===== config.mk =====
export PLATFORM = sky130hd
export DESIGN_NAME = pipeline_stage_elastic
export DESIGN_NICKNAME = d
export VERILOG_FILES = /design/src/rtl/pipe_pkg.sv /design/src/rtl/pipe_sat_counter.sv /design/src/rtl/pipeline_stage_elastic.sv
export SDC_FILE = /design/constraint.sdc
export NUM_CORES = 1
export LEC_CHECK = 0
export ABC_AREA = 0
export BUFFER_PORTS_ARGS = -buffer_cell sky130_fd_sc_hd__buf_2
export CAP_MARGIN = 20
export CORE_MARGIN = 10
export CORE_UTILIZATION = 47
export CTS_CLUSTER_SIZE = 24
export DETAILED_ROUTE_END_ITERATION = 8
export PLACE_DENSITY_LB_ADDON = 0.08
export SKIP_LAST_GASP = 1
export SYNTH_ARGS = -nofsm -noshare
export SYNTH_HDL_FRONTEND = slang
export SYNTH_HIERARCHICAL = 1
export SYNTH_SLANG_ARGS = --single-unit

===== constraint.sdc =====
create_clock -name clock -period 2.5 [get_ports clock]
set_clock_uncertainty 0.05 [all_clocks]
set_input_delay 0.125 -clock clock [delete_from_list [all_inputs] [get_ports clock]]
set_output_delay 0.125 -clock clock [all_outputs]
set_load 0.02 [all_outputs]

===== src/rtl/pipe_pkg.sv =====
// Shared types for the elastic pipeline stage: state encoding, MEM/WB widths
// and the MEM/WB control field layout.
package pipe_pkg;

  typedef enum logic [1:0] {
    EMPTY = 2'd0,
    FULL  = 2'd1,
    SKID  = 2'd2
  } pipe_state_t;

  localparam int MEMWB_DATA_W = 96;
  localparam int MEMWB_CTRL_W = 8;

  typedef struct packed {
    logic [4:0] rd;
    logic       reg_write;
    logic [1:0] result_src;
  } memwb_ctrl_t;

endpackage


===== src/rtl/pipe_sat_counter.sv =====
// Saturating up-counter with synchronous clear; sticks at all-ones.
module pipe_sat_counter #(
  parameter int WIDTH = 16
) (
  input  logic             clock,
  input  logic             i_clear,
  input  logic             i_inc,
  output logic [WIDTH-1:0] o_count
);

  logic [WIDTH-1:0] r_count;

  always_ff @(posedge clock) begin
    if (i_clear) begin
      r_count <= '0;
    end else if (i_inc && (r_count != '1)) begin
      r_count <= r_count + 1'b1;
    end
  end

  assign o_count = r_count;

endmodule


===== src/rtl/pipeline_stage_elastic.sv =====
// Elastic pipeline register with valid/ready, flush and bubble zeroing of control.
// Define PIPE_SKID_EN for the 2-entry skid variant with a registered in_ready.
//
// Handshake: an entry moves when valid & ready are both high at a rising edge;
// a producer holds valid and its payload stable until that edge.
module pipeline_stage_elastic
  import pipe_pkg::*;
#(
  parameter int DATA_W = MEMWB_DATA_W,
  parameter int CTRL_W = MEMWB_CTRL_W,
  parameter int CNT_W  = 16
) (
  input  logic              clock,
  input  logic              reset_n,
  input  logic              flush,
  input  logic              in_valid,
  output logic              in_ready,
  input  logic [DATA_W-1:0] in_data,
  input  logic [CTRL_W-1:0] in_ctrl,
  output logic              out_valid,
  input  logic              out_ready,
  output logic [DATA_W-1:0] out_data,
  output logic [CTRL_W-1:0] out_ctrl,
  output logic [CNT_W-1:0]  stall_cnt,
  output logic [1:0]        dbg_state
);

  pipe_state_t       r_state;
  logic [DATA_W-1:0] r_main_data;
  logic [CTRL_W-1:0] r_main_ctrl;
  logic              w_accept;
  logic              w_consume;

  assign out_valid = (r_state != EMPTY);
  assign w_consume = out_valid & out_ready;
  assign w_accept  = in_valid & in_ready;

`ifdef PIPE_SKID_EN
  logic [DATA_W-1:0] r_skid_data;
  logic [CTRL_W-1:0] r_skid_ctrl;
  logic              r_in_ready;

  // Ready comes from a flop, so out_ready never reaches in_ready combinationally.
  assign in_ready = r_in_ready & reset_n;

  always_ff @(posedge clock) begin
    if (!reset_n) begin
      r_state     <= EMPTY;
      r_main_data <= '0;
      r_main_ctrl <= '0;
      r_skid_data <= '0;
      r_skid_ctrl <= '0;
      r_in_ready  <= 1'b1;
    end else if (flush) begin
      r_state    <= EMPTY;
      r_in_ready <= 1'b1;
    end else begin
      case (r_state)
        EMPTY: begin
          if (w_accept) begin
            r_main_data <= in_data;
            r_main_ctrl <= in_ctrl;
            r_state     <= FULL;
          end
        end
        FULL: begin
          if (w_accept && w_consume) begin
            r_main_data <= in_data;
            r_main_ctrl <= in_ctrl;
          end else if (w_accept) begin
            r_skid_data <= in_data;
            r_skid_ctrl <= in_ctrl;
            r_state     <= SKID;
            r_in_ready  <= 1'b0;
          end else if (w_consume) begin
            r_state <= EMPTY;
          end
        end
        SKID: begin
          if (w_consume) begin
            r_main_data <= r_skid_data;
            r_main_ctrl <= r_skid_ctrl;
            r_state     <= FULL;
            r_in_ready  <= 1'b1;
          end
        end
        default: begin
          r_state    <= EMPTY;
          r_in_ready <= 1'b1;
        end
      endcase
    end
  end
`else
  assign in_ready = reset_n & (~out_valid | out_ready);

  always_ff @(posedge clock) begin
    if (!reset_n) begin
      r_state     <= EMPTY;
      r_main_data <= '0;
      r_main_ctrl <= '0;
    end else if (flush) begin
      r_state <= EMPTY;
    end else begin
      case (r_state)
        EMPTY: begin
          if (w_accept) begin
            r_main_data <= in_data;
            r_main_ctrl <= in_ctrl;
            r_state     <= FULL;
          end
        end
        FULL: begin
          if (w_accept) begin
            r_main_data <= in_data;
            r_main_ctrl <= in_ctrl;
          end else if (w_consume) begin
            r_state <= EMPTY;
          end
        end
        default: r_state <= EMPTY;
      endcase
    end
  end
`endif

  // Bubbles carry zero control so no write strobe leaks past an empty slot.
  assign out_data  = r_main_data;
  assign out_ctrl  = out_valid ? r_main_ctrl : '0;
  assign dbg_state = r_state;

  pipe_sat_counter #(
    .WIDTH(CNT_W)
  ) u_stall_cnt (
    .clock  (clock),
    .i_clear(~reset_n),
    .i_inc  (out_valid & ~out_ready),
    .o_count(stall_cnt)
  );

endmodule

# Word-level counts from Yosys, hierarchy flattened
# Index checks and enable logic that the tools add are counted.
# word_totals
regBits	122
elab_cells	31
# classes
add_sub_neg	1
n_eq_ne	5
n_mux	5
n_bitwise	9
reduce_logical	7
# ops
op	count
16-bit by 1-bit adder with 16-bit output, second input constant	1
16-bit inequality test, second input constant	1
8-bit 2-to-1 mux	1
2-bit 2-to-1 mux	3
2-bit inequality test, second input constant	3
3-bit AND reduction	2
1-bit bitwise AND	4
1-bit inverter	4
2-bit case mux with 2 select lines	1
2-bit OR reduction	2
2-bit by 1-bit == test with 1-bit output, second input constant	1
2-bit zero test	1
2-bit nonzero test	1
1-bit logical AND	1
1-bit OR	1

# Logic depth before layout (Yosys ltp)
# Gate-level depths: netlist of run 1.
# depth
ltp_word	7
mapped_depth	9

# Hierarchy
# Netlist of run 1, hierarchy kept.
# by_module_without_submodules
mod	instances	cells_per_inst	area_per_inst_um2	seq_area_each_um2
pipeline_stage_elastic	1	483	4130.2	2102.0
pipe_sat_counter	1	99	848.3	320.3

# Worst setup path after synthesis of run 1
# No wires, ideal clock.
# synth_timing
path_type	register to register
start	reg r_state[0], in the netlist dbg_state[0]
end	reg u_stall_cnt.r_count[9], in the netlist u_stall_cnt/o_count[9]
t_arrival_ns	2.063
required_ns	2.380
slack_ns	0.317
stages_incl_launch_ff	10
n_path_buf	4
cell_sequence	dfxtp_1 nand2b_1 buf_2 buf_2 buf_2 inv_1 nand2_1 clkbuf_1 or4_1 a21oi_1
# synth_between
elab_chain_len	3
# synth_rtl
element	line	source
from (decl)	pipeline_stage_elastic.sv:28	pipe_state_t r_state;
from (signal assigned)	pipeline_stage_elastic.sv:99	r_state <= EMPTY;
from (signal assigned)	pipeline_stage_elastic.sv:103	r_state <= EMPTY;
from (signal assigned)	pipeline_stage_elastic.sv:110	r_state <= FULL;
2-bit nonzero test	pipeline_stage_elastic.sv:34	assign out_valid = (r_state != EMPTY);
1-bit bitwise AND	pipeline_stage_elastic.sv:137	.i_inc (out_valid & ~out_ready),
1-bit logical AND	pipe_sat_counter.sv:16	end else if (i_inc && (r_count != '1)) begin
to (signal assigned)	pipe_sat_counter.sv:17	r_count <= r_count + 1'b1;
to (decl)	pipe_sat_counter.sv:11	logic [WIDTH-1:0] r_count;
# No other way between the ends.
# A chain may end at the register's enable or synchronous reset.

# Worst setup path after layout of run 1
# layout_timing
start	reg r_state[0], in the netlist dbg_state[0]
end	reg r_state[0], in the netlist dbg_state[0]
# layout_between
elab_chain_len	7
# layout_rtl
element	line	source
2-bit nonzero test	pipeline_stage_elastic.sv:34	
1-bit inverter	pipeline_stage_elastic.sv:95	assign in_ready = reset_n & (~out_valid | out_ready);
1-bit OR	pipeline_stage_elastic.sv:95	
1-bit bitwise AND	pipeline_stage_elastic.sv:95	
1-bit bitwise AND	pipeline_stage_elastic.sv:36	assign w_accept = in_valid & in_ready;
2-bit inequality test (no source line)	-	
3-bit AND reduction (no source line)	-	
# Parallel ways exist; a longest one is shown, timed or not.

==> flow_summary.json, run 1 <==
{
  "die_width_um": 123,
  "critical_path.endpoint_type": "flop",
  "worstPathRequired_ps": 2840,
  "synth_top_area_share_pct": 48.7,
  "fmax_mhz": 477,
  "worst_slew_slack_as_a_fraction_of_its_limit_pct": 24.5,
  "drcViolationCount": 0,
  "final_antenna_net_count": 0,
  "number_of_enable_type_register_cells_in_the_synthesized_netlist": 0,
  "report.final.setup_viol": 0,
  "post_layout_instance_count_excluding_filler_cells": 1047,
  "grt_setup_unrepaired": "no",
  "cts-root-buf": "clkbuf_8",
  "count_of_tritonroute_iterations_in_the_first_routing_pass": 5,
  "fin_total_pwr_mw": 5.30,
  "wl_per_cell_um": 17.0,
  "crit_arrival_ps": 2430,
  "clkSinkCount": 121,
  "effective_utilization_at_floorplan_pct": 48.2,
  "final_max_slew_viol_count": 0,
  "cts.htree.levels": 4,
  "vias": 5539,
  "ir_drop_mv": 0.431,
  "clk_transition_reported_paths_ps": 50,
  "clockBufferDepth": 2,
  "worstSetupStartpointType": "flop",
  "buffer_ports.inserted": 231,
  "total_cts_buffers": 17,
  "netlist-cell-type-count": 41,
  "tritoncts": "built",
  "grt_util_all_layers_pct": 22.9,
  "core_ar_um2": 10300,
  "detailedRoute.firstIterationViolations": 401,
  "die-area_um2": 15100,
  "synthDominantAreaCellType": "dfxtp_1",
  "cts_setup_buffers": 0,
  "power.share.combinational_pct": 12.5,
  "worst-path-max-fanout": 105,
  "worst_r2r_path_depth": 4,
  "filler_cell_count": 740,
  "finalWeightedCongestion": 0.828,
  "cp_class": "flop to flop",
  "ys_seq_elements": 121,
  "sw_frac_of_total_pct": 23.9,
  "timing.final.hold_violations": 0,
  "ys_seq_area_share_pct": 48.7,
  "yosysWarnings": 6,
  "avgSynthCellArea_um2": 8.55,
  "layout.nets": 1004,
  "synth-main-ff-cell": "dfxtp_1",
  "place.detailed.instances": 905,
  "p_switching_mw": 1.27,
  "netlist_instances": 582,
  "finalCriticalPeriod_ps": 2100,
  "grt_first_pass_wirelength_um": 27800,
  "multiInputGateArea_um2": 2260,
  "hpwl_um": 11100,
  "worstHoldPathCells": 5,
  "clock_power_share_pct": 48.5,
  "outcome": "finished clean",
  "post_detailed_route_via_to_cell_ratio": 5.29,
  "async_flop_share_pct": 0,
  "fin_setup_tns_ps": 0,
  "period_share_pct": 83.8,
  "p_int_mw": 4.03,
  "power.leakage_nw": 3.49,
  "y_dimension_of_the_die_um": 123,
  "seq_power_share_pct": 39.0,
  "netlist_area_um2": 4980,
  "antenna_found_initial": 4,
  "power-per-cell-area_nw_per_um2": 678,
  "register_area_um2": 2420,
  "area_growth_syn_to_layout_pct": 57.1,
  "cap_violations": 0,
  "synth.top_cells.by_area": "dfxtp_1 (49%), nand3_1 (11%), o21ai_2 (11%), nand2_1 (8.3%), o21ai_0 (4.8%)",
  "final_layout_size_suffix_gt1_share_pct": 37.0,
  "first_global_vias": 5573,
  "top_level_pins": 233,
  "wl_um": 17800,
  "insertion_delay_ps": 510,
  "worst_hold_path_type": "input port to flop",
  "largest_net_degree_at_the_start_of_global_routing": 106,
  "timing_worst_slew_pin_value_ps": 1130,
  "grt_remaining_overflow": 0,
  "synth_fp_nets": 692,
  "placementRows": 37
}
-- power by group through the flow --
stage | combinational [mW] | sequential (mW) | clock (mW)
global placement | 0.512 | 2.10 | 0
CTS | 0.654 | 2.07 | 2.61
floorplan | 0.197 | 2.21 | 0
global route | 0.710 | 2.08 | 2.70
finish | 0.661 | 2.07 | 2.57
detailed placement | 0.521 | 2.11 | 0
-- registers in the layout (all words and copies together), names as in the netlist --
name	flops
out_data	96
u_stall_cnt/o_count	16
r_main_ctrl	8
dbg_state	1
-- layout make-up --
cell class | count | area share (%)
Antenna cell | 4 | 0.128
Clock buffer | 20 | 5.44
Clock inverter | 12 | 2.54
Inverter | 6 | 0.288
Multi-Input combinational cell | 402 | 28.9
Sequential cell | 121 | 31.0
Tap cell | 136 | 2.18
Timing Repair Buffer | 346 | 29.6
-- critical path, cell delays in order, from the launching register on --
cell	delay, ps
dfxtp_1	410
nand2b_4	130
buf_6	590
a211oi_1	170
dlygate4sd3_1	590
-- layout by cell type (no fill, tap or decap), types with 3 or more instances in the layout --
cell and instances:
buf_4 7, diode_2 4, dlygate4sd3_1 106, nor2_1 7, and2_1 8, o21ai_2 60, a21oi_1 10, buf_2 230
o31ai_1 6, o21ai_0 48, dfxtp_1 121, nor3_1 4, bufinv_16 5, and4_1 3, nand2_1 110, clkbuf_1 3
or4_1 7, clkbuf_16 16, inv_1 6, nand4_1 3, clkinvlp_4 4, nand3_1 110, or3_1 3
-- repair_timing --
item / 4_1_cts / 5_1_grt
endpoints found under the hold margin: 105 / 0
resized for setup: 0 / 1
hold buffers: 106 / 0
endpoints found under the setup margin: 0 / 1
-- cell families after synthesis --
logic type	share of synthesized area (%)
multiplexers	0.427
XOR/XNOR	0.352
flip-flops	48.7
AND/OR/NAND/NOR	26.1
buffers and inverters	6.23
AO/OA/AOI/OAI	17.9
adder cells (fa/ha/maj)	0.251
other	0.0753
-- stage by stage --
| step | setup slack (ps) | hold slack [ps] | cell area (um2) | util [%] |
|---|---|---|---|---|
| floorplan | 317 | 153 | 4980 | - |
| global placement | 615 | 258 | 6120 | 59.3 |
| detailed placement | 551 | 254 | 6120 | 59.3 |
| CTS | 169 | 95.4 | 7810 | 75.6 |
| global route | 273 | 155 | 7820 | 75.8 |
| finish | 404 | 129 | 7820 | 75.8 |
-- synthesized netlist by cell type, types with 2 or more instances --
library cell	number
dfxtp_1	121
nand2_1	110
nand3_1	110
o21ai_2	60
o21ai_0	48
clkbuf_1	29
a21oi_1	10
buf_6	9
and2_1	8
buf_2	7
nor2_1	7
or4_1	7
inv_1	6
o31ai_1	6
clkbuf_2	4
nor3_1	4
and4_1	3
nand4_1	3
or3_1	3
buf_1	2
buf_4	2
nor2b_1	2
nor4_1	2
xnor2_1	2
-- metal layers --
metal	up-vias	share of wire, %	global-route usage (%)
met5	-	0	0
met4	0	3.1	11.7
met3	38	8.5	8.57
met2	227	50	39.0
met1	2618	38	24.5
li1	2656	-	-
-- final timing paths --
check,slack (ps),endpoint,start
hold reg to reg,400,out_data[58],out_data[58]
hold / removal,130,u_stall_cnt/o_count[1],out_ready
setup / recovery,400,dbg_state[0],dbg_state[0]
setup reg to reg,400,dbg_state[0],dbg_state[0]
(Power assumes the default switching activity.)
==> inputs of run 2 (changes only) <==
--- a/config.mk
+++ b/config.mk
@@ -5,7 +5,7 @@
 export SDC_FILE = /design/constraint.sdc
 export NUM_CORES = 1
 export LEC_CHECK = 0
-export ABC_AREA = 0
+export ABC_AREA = 1
 export BUFFER_PORTS_ARGS = -buffer_cell sky130_fd_sc_hd__buf_2
 export CAP_MARGIN = 20
 export CORE_MARGIN = 10
==> constraint.sdc (replaced) <==
create_clock -name clock -period 2.1 [get_ports clock]
set_clock_uncertainty 0.05 [all_clocks]
set_input_delay 0.105 -clock clock [delete_from_list [all_inputs] [get_ports clock]]
set_output_delay 0.105 -clock clock [all_outputs]
set_load 0.02 [all_outputs]
==> run 2 against run 1 <==
Worst hold slack worse by 120 ps; final cell count increased by 26%; total power rose by 14%; synthesized area grew 14%; core utilization decreased by 3.6 points; clock power up 2%; critical endpoint is now u_stall_cnt/o_count[13]; largest power group unchanged.
==> flow_summary.json, run 2 <==
{
  "outcome": "finished clean",
  "period_share_pct": 82.8,
  "power.leakage_nw": 4.48,
  "fin_total_pwr_mw": 6.02,
  "cts.htree.levels": 4,
  "timing.final.hold_violations": 0,
  "hpwl_um": 12000,
  "netlist-cell-type-count": 21,
  "fmax_mhz": 575,
  "first_global_vias": 5998,
  "antenna_found_initial": 1,
  "final_design_area_no_fill_um2": 8380,
  "grt_setup_unrepaired": "no",
  "vias": 6450,
  "power-per-cell-area_nw_per_um2": 719,
  "grt_util_all_layers_pct": 22.2,
  "final_layout_size_suffix_gt1_share_pct": 24.4,
  "synth-main-ff-cell": "dfxtp_1",
  "detailedRoute.firstIterationViolations": 544,
  "clkSinkCount": 121,
  "worstSetupStartpointType": "flop",
  "worstPathRequired_ps": 2350,
  "count_of_cells_resized_by_post_cts_repair": 0,
  "grt_remaining_overflow": 0,
  "mostFrequentLayoutCell": "nor2_1",
  "yosysWarnings": 6,
  "number_of_enable_type_register_cells_in_the_synthesized_netlist": 0,
  "final_max_slew_viol_count": 0,
  "async_flop_share_pct": 0,
  "synth_top_area_share_pct": 42.9,
  "buffer_ports.inserted": 231,
  "ys_seq_area_share_pct": 42.9,
  "worst_slew_slack_as_a_fraction_of_its_limit_pct": 26.7,
  "critical_path.endpoint_type": "flop",
  "tritoncts": "built",
  "final_antenna_net_count": 0,
  "insertion_delay_ps": 410,
  "finalWeightedCongestion": 0.826,
  "multiInputGateArea_um2": 2460,
  "crit_arrival_ps": 1990,
  "die-area_um2": 16800,
  "synth.top_cells.by_area": "dfxtp_1 (43%), nor2_1 (16%), nand4_1 (12%), nand2_1 (11%), inv_1 (8.2%)",
  "core_ar_um2": 11600,
  "count_of_tritonroute_iterations_in_the_first_routing_pass": 7,
  "layout.cells.most_common_list": "nor2_1 (246), buf_2 (229), nand2_1 (159)",
  "effective_utilization_at_floorplan_pct": 48.7,
  "total_cts_buffers": 17,
  "clk_transition_reported_paths_ps": 50,
  "yosys.cell_count.top_type": "nor2_1",
  "placementRows": 39,
  "ir_drop_mv": 0.559,
  "worst_hold_path_type": "input port to flop",
  "synthDominantAreaCellType": "dfxtp_1",
  "register_area_um2": 2420,
  "filler_cell_count": 959,
  "fin_setup_tns_ps": 0,
  "area_growth_syn_to_layout_pct": 48.2,
  "finalCriticalPeriod_ps": 1740,
  "y_dimension_of_the_die_um": 130,
  "finalWorstSetupSlack_ps": 361,
  "synth_fp_nets": 972,
  "top_level_pins": 233,
  "layout.nets": 1272,
  "post_detailed_route_via_to_cell_ratio": 4.89,
  "cp_class": "flop to flop",
  "netlist_instances": 862,
  "ys_seq_elements": 121,
  "largest_register_ffs": 96,
  "cts_hold_buffers": 102,
  "timing_worst_slew_pin_value_ps": 1100,
  "placed_cell_area_um2": 6810,
  "report.final.setup_viol": 0,
  "worst-path-max-fanout": 24,
  "post_synth_most_frequent_cells": "nor2_1 (246), nand2_1 (159), inv_1 (124), dfxtp_1 (121), nand4_1 (107)",
  "dp_worst_setup_slack_ps": 379,
  "wl_um": 19500,
  "netlist_area_um2": 5650,
  "clockBufferDepth": 2,
  "drcViolationCount": 0,
  "die_width_um": 130,
  "largest_net_degree_at_the_start_of_global_routing": 105,
  "grt_first_pass_wirelength_um": 30300,
  "cts-root-buf": "clkbuf_16",
  "cts_setup_buffers": 0,
  "avgSynthCellArea_um2": 6.56,
  "wl_per_cell_um": 14.7,
  "cap_violations": 0
}
==> run 2: path summary, 6_finish.rpt <==
path | start | cells past startpoint | endpoint | slack (ps)
max | dbg_state[0] | 8 | u_stall_cnt/o_count[13] | 360
min | in_data[25] | 5 | out_data[25] | 10
max reg2reg | dbg_state[0] | 8 | u_stall_cnt/o_count[13] | 360
min reg2reg | out_data[85] | 2 | out_data[85] | 420
==> run 2: area by class of cell <==
type	count	area share [%]
timing repair buffer	343	27.4
sequential	121	28.9
clock inverter	2	0.119
tap	143	2.14
inverter	126	5.65
multi-input combinational	553	29.4
antenna	3	0.0896
clock buffer	28	6.29
==> run 2: kinds of logic (layout without fill, tap and decap cells) <==
group	after synthesis	count (layout)	share of synthesized area (%)
flip-flops	121	121	42.9
AO/OA/AOI/OAI	7	7	0.620
other	1	4	0.0664
AND/OR/NAND/NOR	544	544	42.6
buffers and inverters	188	499	13.6
adder cells (fa/ha/maj)	1	1	0.221
==> run 2: through the flow <==
stage | instances | utilization (%) | hold slack, ps
finish | 1319 | 72.1 | 12.2
global route | 1317 | 72.1 | 26.4
CTS | 1316 | 72.1 | 5.45
detailed placement | 1184 | 58.7 | 383
global placement | 1184 | 58.7 | 377
floorplan | 862 | - | 239
==> run 2: report_power, final <==
part,total [mW],switching [mW],internal (mW)
logic,0.935,0.532,0.403
registers,2.46,0.0524,2.40
clock network,2.63,0.953,1.68
total,6.02,1.54,4.49
==> run 2: routing by layer <==
metal  track usage (%)  up-vias  wire [um]
li1                  -     3258          -
met1              26.0     2890       7900
met2              35.6      271       9210
met3              9.67       31       1970
met4              8.13        0        378
met5                 0        -          0
==> run 2: worst max-delay path, stage by stage, from the launching register on <==
cell and delay, ps:
dfxtp_1 370, nand2_4 190, inv_1 330, nand3_1 140, or2_0 210, nor2_1 140
nand3_1 90, nand2_1 70, nor2_1 40
